===== src/rtl/gen_adder_pkg.sv =====
// Shared mode encodings and elaboration helpers for the pipelined adder family.
// Pure constants and functions: no latency, no flow control.
package gen_adder_pkg;

    localparam int ADD_HALF = 0;
    localparam int ADD_FULL = 1;
    localparam int ADD_SUB  = 2;

    function automatic int ceil_div(input int n, input int d);
        return (n + d - 1) / d;
    endfunction

endpackage


===== src/rtl/adder_slice.sv =====
// CW-bit combinational ripple chunk used once per pipeline stage.
// Zero latency, no flow control; registered by the enclosing stage.
module adder_slice #(
    parameter int CW = 4
) (
    input  logic [CW-1:0] a_chunk,
    input  logic [CW-1:0] b_chunk,
    input  logic          ci,
    output logic [CW-1:0] s_chunk,
    output logic          co
);

    assign {co, s_chunk} = {1'b0, a_chunk} + {1'b0, b_chunk} + {{CW{1'b0}}, ci};

endmodule


===== src/rtl/gen_pipe_adder.sv =====
// Carry-pipelined WIDTH-bit add/sub, one CW-bit chunk per stage; latency STAGES cycles, one result/cycle.
// Per-stage valid/enable chain: a stage loads when empty or draining, in_ready is combinational.
module gen_pipe_adder
    import gen_adder_pkg::*;
#(
    parameter int WIDTH      = 8,
    parameter int STAGES     = 2,
    parameter int ADDER_TYPE = ADD_FULL
) (
    input  logic             clk,
    input  logic             rst_n,
    input  logic             in_valid,
    output logic             in_ready,
    input  logic [WIDTH-1:0] a,
    input  logic [WIDTH-1:0] b,
    input  logic             cin,
    output logic             out_valid,
    input  logic             out_ready,
    output logic [WIDTH-1:0] sum,
    output logic             cout
);

    if (WIDTH < 1 || WIDTH > 64 || STAGES < 1 || STAGES > 8 || STAGES > WIDTH ||
        ADDER_TYPE < ADD_HALF || ADDER_TYPE > ADD_SUB) begin : g_param_check
        $error("gen_pipe_adder: illegal parameters WIDTH=%0d STAGES=%0d ADDER_TYPE=%0d",
               WIDTH, STAGES, ADDER_TYPE);
    end

    // Operands are zero-padded to STAGES*CW so every stage sees a full chunk;
    // when padded, the true carry out lands in sum bit WIDTH.
    localparam int CW = ceil_div(WIDTH, STAGES);
    localparam int PW = CW * STAGES;

    typedef logic [PW-1:0] word_t;

    logic [STAGES-1:0] en;
    logic [STAGES-1:0] v_q, v_d;
    logic [STAGES-1:0] c_q, c_d;
    word_t             a_q [STAGES];
    word_t             a_d [STAGES];
    word_t             b_q [STAGES];
    word_t             b_d [STAGES];
    word_t             s_q [STAGES];
    word_t             s_d [STAGES];

    word_t             a_in, b_in;
    logic              c_in0;
    logic [STAGES-1:0] src_v, src_c;
    word_t             src_a [STAGES];
    word_t             src_b [STAGES];
    word_t             src_s [STAGES];
    logic [CW-1:0]     s_chunk [STAGES];
    logic [STAGES-1:0] co;

    always_comb begin
        a_in             = '0;
        b_in             = '0;
        a_in[WIDTH-1:0]  = a;
        b_in[WIDTH-1:0]  = (ADDER_TYPE == ADD_SUB) ? ~b : b;
    end

    assign c_in0 = (ADDER_TYPE == ADD_FULL) ? cin : (ADDER_TYPE == ADD_SUB);

    // A stage may load when it is empty or every stage after it is draining.
    always_comb begin
        logic run;
        en  = '0;
        run = out_ready;
        for (int i = STAGES - 1; i >= 0; i--) begin
            run   = run || !v_q[i];
            en[i] = run;
        end
    end

    assign in_ready = en[0];

    always_comb begin
        src_v[0] = in_valid;
        src_c[0] = c_in0;
        src_a[0] = a_in;
        src_b[0] = b_in;
        src_s[0] = '0;
        for (int i = 1; i < STAGES; i++) begin
            src_v[i] = v_q[i-1];
            src_c[i] = c_q[i-1];
            src_a[i] = a_q[i-1];
            src_b[i] = b_q[i-1];
            src_s[i] = s_q[i-1];
        end
    end

    for (genvar k = 0; k < STAGES; k++) begin : g_slice
        adder_slice #(.CW(CW)) u_slice (
            .a_chunk (src_a[k][k*CW +: CW]),
            .b_chunk (src_b[k][k*CW +: CW]),
            .ci      (src_c[k]),
            .s_chunk (s_chunk[k]),
            .co      (co[k])
        );
    end

    // Payload only moves with a valid transaction, so idle-bus garbage never
    // reaches the registers and a stalled output stays put.
    always_comb begin
        v_d = v_q;
        c_d = c_q;
        a_d = a_q;
        b_d = b_q;
        s_d = s_q;
        for (int i = 0; i < STAGES; i++) begin
            if (en[i]) begin
                v_d[i] = src_v[i];
                if (src_v[i]) begin
                    a_d[i]              = src_a[i];
                    b_d[i]              = src_b[i];
                    s_d[i]              = src_s[i];
                    s_d[i][i*CW +: CW]  = s_chunk[i];
                    c_d[i]              = co[i];
                end
            end
        end
    end

    always_ff @(posedge clk or negedge rst_n) begin
        if (!rst_n) begin
            v_q <= '0;
            c_q <= '0;
            a_q <= '{default: '0};
            b_q <= '{default: '0};
            s_q <= '{default: '0};
        end else begin
            v_q <= v_d;
            c_q <= c_d;
            a_q <= a_d;
            b_q <= b_d;
            s_q <= s_d;
        end
    end

    assign out_valid = v_q[STAGES-1];
    assign sum       = s_q[STAGES-1][WIDTH-1:0];

    if (PW > WIDTH) begin : g_cout_pad
        assign cout = c_q[STAGES-1] | s_q[STAGES-1][WIDTH];
    end else begin : g_cout_full
        assign cout = c_q[STAGES-1];
    end

endmodule


===== config.mk =====
export PLATFORM = sky130hd
export DESIGN_NAME = gen_pipe_adder
export DESIGN_NICKNAME = d
export VERILOG_FILES = /design/src/rtl/gen_adder_pkg.sv /design/src/rtl/adder_slice.sv /design/src/rtl/gen_pipe_adder.sv
export SDC_FILE = /design/constraint.sdc
export NUM_CORES = 1
export LEC_CHECK = 0
export ABC_CLOCK_PERIOD_IN_PS = 3200
export BUFFER_PORTS_ARGS = -buffer_cell sky130_fd_sc_hd__clkbuf_2
export CAP_MARGIN = 40
export CORE_MARGIN = 5
export CORE_UTILIZATION = 56
export DETAILED_ROUTE_END_ITERATION = 12
export PLACE_DENSITY = 0.91
export SYNTH_ARGS = -nofsm -noshare
export SYNTH_HDL_FRONTEND = slang
export SYNTH_HIERARCHICAL = 1
export SYNTH_SLANG_ARGS = --single-unit

===== constraint.sdc =====
create_clock -name clk -period 3.2 [get_ports clk]
set_input_delay 0.64 -clock clk [delete_from_list [all_inputs] [get_ports clk]]
set_output_delay 0.64 -clock clk [all_outputs]
set_load 0.005 [all_outputs]

* Word level (Yosys, flattened, before mapping)
Cells that the tools add are included.
** Word-level totals
- Register bits :: 32
- Word-level logic and storage cells :: 18
** Operators by class
- $add $sub $neg :: 4
- Reductions and logical operators :: 6
** Operators with widths (count)
- adder 4 x 4 -> 5 bit :: 2
- adder 5 x 1 -> 5 bit :: 2
- AND reduction 2 bit :: 2
- zero test 1 bit :: 2
- logical OR 1 bit :: 2

* Logic depth before layout (Yosys ltp)
- Word-level depth :: 4
- Mapped depth :: 7

* Cells and area by module
The synthesis kept the hierarchy.
** By module, submodules not included
- gen_pipe_adder :: times used 1, cells an instance 61, area an instance 1023.5 µm²
- adder_slice :: times used 2, cells an instance 16, area an instance 143.9 µm²

* Worst setup path after synthesis
Ideal clock, no wire load.
- Path type :: input -> register
- Start :: in a[0]
- End :: reg c_q[0]
- Setup time :: 0.125 ns
- Arrival :: 1.808 ns
- Setup slack :: 1.267 ns
- Stages :: 7
- Path buffers :: 0
- Cells stage by stage :: fa_1 -> inv_1 -> fa_1 -> nor2b_1 -> o21ai_0 -> nand2b_1 -> mux2_4
** On the way
- Word-level cells in the longest chain between the ends :: 2
** Ends and longest elaborated chain
- start, declared :: line gen_pipe_adder.sv:14 : input logic [WIDTH-1:0] a,
- adder 4 x 4 -> 5 bit :: line adder_slice.sv:13 : assign {co, s_chunk} = {1'b0, a_chunk} + {1'b0, b_chunk} + {{CW{1'b0}}, ci};
- adder 5 x 1 -> 5 bit :: line adder_slice.sv:13
- via co[0] :: line gen_pipe_adder.sv:53 : logic [STAGES-1:0] co;
- end signal, assigned :: line gen_pipe_adder.sv:127 : c_q <= '0;
- end signal, assigned :: line gen_pipe_adder.sv:133 : c_q <= c_d;
- end, declared :: line gen_pipe_adder.sv:38 : logic [STAGES-1:0] c_q, c_d;
The timed path passes the listed nets, and every way through them passes these cells.
A chain may end at the register's enable or synchronous reset.

* Worst setup path in the final report
- Start :: reg a_q[12] in the netlist's numbering
- End :: reg c_q[1]
** On the way
- Word-level cells in the longest chain between the ends :: 2
** Ends and longest elaborated chain
- start, declared :: line gen_pipe_adder.sv:39 : word_t a_q [STAGES];
- start signal, assigned :: line gen_pipe_adder.sv:128 : a_q <= '{default: '0};
- start signal, assigned :: line gen_pipe_adder.sv:134 : a_q <= a_d;
- adder 4 x 4 -> 5 bit :: line adder_slice.sv:13
- adder 5 x 1 -> 5 bit :: line adder_slice.sv:13
- via co[1] :: line gen_pipe_adder.sv:53
The timed path passes the listed nets, and every way through them passes these cells.

==> results.toml <==
[sta]
min_period_over_period_pct = 56.0
setup_tns_ns = 0
rsz0062_at_grt = "no"
max_slew_margin_pct = 61.6
finalHoldViolCount = 0
finalSetupViolations = 0
fin_worst_skew_ns = 0.00591
period_needed_ns = 1.79
finalMaxSlewViolations = 0
whs_ns = 0.306
max_freq_ghz = 0.558
worst_pin_slew_ns = 0.576

[drt]
postRouteAntennaNets = 0
drt-vias-per-instance = 4.86
remaining_drc_errors = 0
routed_wl_um = 1960
drt_iter0_markers = 4
vias = 714
drt-pass1-iter-count = 4
wl_per_cell_um = 13.3

[die]
die_h_um = 58.4
ios = 32
die_w_um = 58.4
rows = 17
die_area_sq_um = 3410
initial_core_util_pct = 58.7
coreArea_sq_um = 2230

[placed_design]
numPortBuffers = 31
place.gp.congestion = 0.695
hpwl_um = 1580

[yosys]
synth_top_cell_area_share_pct = 45.8
yosys_warnings = 6
yosys.area.top_type = "dfrtp_1"
ys_top_cells_by_area = "dfrtp_1 46%, mux2_4 11%, mux2_2 10%, fa_1 6.1%, ha_1 5.7%"
avgSynthCellArea_sq_um = 14.1
synth_fp_nets = 124
syn_inst = 93
synth-seq-area-share_pct = 45.8
syn_area_sq_um = 1310
synth_seq_cells = 24
synth_cell_types = 18

[critical_path]
cp_max_fo = 2
criticalPathCategory = "reg2reg"
worst_setup_path_start_kind = "register"
arrival_ns = 1.99
endpoint_kind = "register"
cp.required_ns = 3.40

[clock_network]
cts-resized-gates = 0
postCtsSetupBuffers = 0
cts_buffers = 3
cts_tree = "yes"
clockBufferDepth = 2
clk_pin_slew_ns = 0.13
clock-sinks = 24
clk_latency_ns = 0.30
cts_max_level = 1
cts.hold.buffers_added = 0
root_buffer = "clkbuf_4"

[grt]
grt_max_degree = 25
grt_usage_pct = 12.7
busiest_layer = "met2"
grt_use_met3_pct = 1.54
grt_util_met2_pct = 23.1
grt_pass1_wl_um = 3280
grt_pass1_vias = 743
grt_overflow = 0
grt_use_met1_pct = 14.5
antenna_found_initial = 0

[power_and_ir_drop]
finalPower_w = 0.000875
ir_drop_mv = 0.291
p_per_area_nw_per_um2 = 600
p_leak_nw = 0.754

[finish]
drive_gt1_share_pct = 52.1
syn_to_final_growth_pct = 11.2
antenna_cells = 0
fillers = 178
fin_nets = 151
fin_util_pct = 65.3

[job]
maxCapViolations = 0

[worst_hold_path]
hold_class = "in2async"

[outcome]
status = "completed"
-- Yosys cell counts --
cell	n
dfrtp_1	24
mux2_2	12
mux2_4	10
buf_4	8
inv_1	8
ha_1	6
fa_1	4
nand2b_1	4
xnor2_1	4
a21o_1	2
a21oi_2	2
nor2b_1	2
o21ai_0	2
buf_12	1
nand2_2	1
nand2_4	1
nand3b_4	1
or2b_1	1
-- worst paths after layout --
check | cells past startpoint | endpoint | slack [ns] | start
max | 7 | c_q[1]$_DFFE_PN0P_ | 1.41 | a_q[12]$_DFFE_PN0P_
min in group clk | 1 | sum[3]$_DFFE_PN0P_ | 0.52 | s_q[11]$_DFFE_PN0P_
max in group asynchronous | 1 | sum[7]$_DFFE_PN0P_ | 2.52 | rst_n
min reg2reg | 1 | sum[3]$_DFFE_PN0P_ | 0.52 | s_q[11]$_DFFE_PN0P_
min | 1 | c_q[0]$_DFFE_PN0P_ | 0.31 | rst_n
max reg2reg | 7 | c_q[1]$_DFFE_PN0P_ | 1.41 | a_q[12]$_DFFE_PN0P_
-- flip-flops by register name (all words and copies together), names as in the netlist --
register  flops
sum           8
a_q           4
b_q           4
s_q           4
c_q           2
v_q           2
-- final cells by class --
cell class                      count  area (sq um)  area share (%)
Clock buffer                        4          36.3            2.49
Tap cell                           28          35.0            2.40
Inverter                            8          30.0            2.06
Timing Repair Buffer               31           155            10.6
Multi-Input combinational cell     52           601            41.2
Sequential cell                    24           601            41.2
-- metal layers --
metal	wire, um	share of wire (%)	up-vias
met1	771	39	343
met3	93	4.8	2
met5	0	0	-
met2	1070	54	16
met4	27	1.4	0
li1	-	-	353
-- cell families after synthesis --
group / after synthesis / share of synthesized area, %
compound gates: 6 / 3.24
xor+xnor: 4 / 2.67
fa+ha+maj: 10 / 11.8
buf+inv: 17 / 8.40
flops: 24 / 45.8
mux: 22 / 21.8
simple gates: 10 / 6.30
-- stage by stage --
step	cell area (sq um)	instances	worst slack (ns)
finish	1460	147	1.41
global route	1460	147	1.29
CTS	1460	147	1.40
detailed placement	1420	143	1.11
global placement	1420	143	1.14
floorplan	1310	93	1.27
-- cell usage in the layout, fill, tap and decap left out --
cell type	Yosys	final
clkbuf_2	0	31
dfrtp_1	24	24
mux2_2	12	12
mux2_4	10	10
inv_1	8	8
ha_1	6	6
nand2b_1	4	4
xnor2_1	4	4
fa_1	4	4
clkbuf_4	0	3
nor2b_1	2	2
o21ai_0	2	2
a21o_1	2	2
a21oi_2	2	2
nand3b_4	1	1
nand2_2	1	1
nand2_4	1	1
or2b_1	1	1
clkbuf_8	0	1
-- worst max-delay path, stage by stage (launching register included) --
cell and delay [ns]:
dfrtp_1 0.43, fa_1 0.44, inv_1 0.08, fa_1 0.21, nor2b_1 0.05, o21ai_0 0.15
nand2b_1 0.07, mux2_2 0.25
-- power by group --
part / total [W] / internal (W) / switching [W]
registers: 0.000436 / 0.000388 / 0.0000486
clock network: 0.000155 / 0.0000693 / 0.0000858
logic: 0.000284 / 0.000174 / 0.000109
total: 0.000875 / 0.000631 / 0.000244
Note: power is estimated with default switching activity, not from simulation.
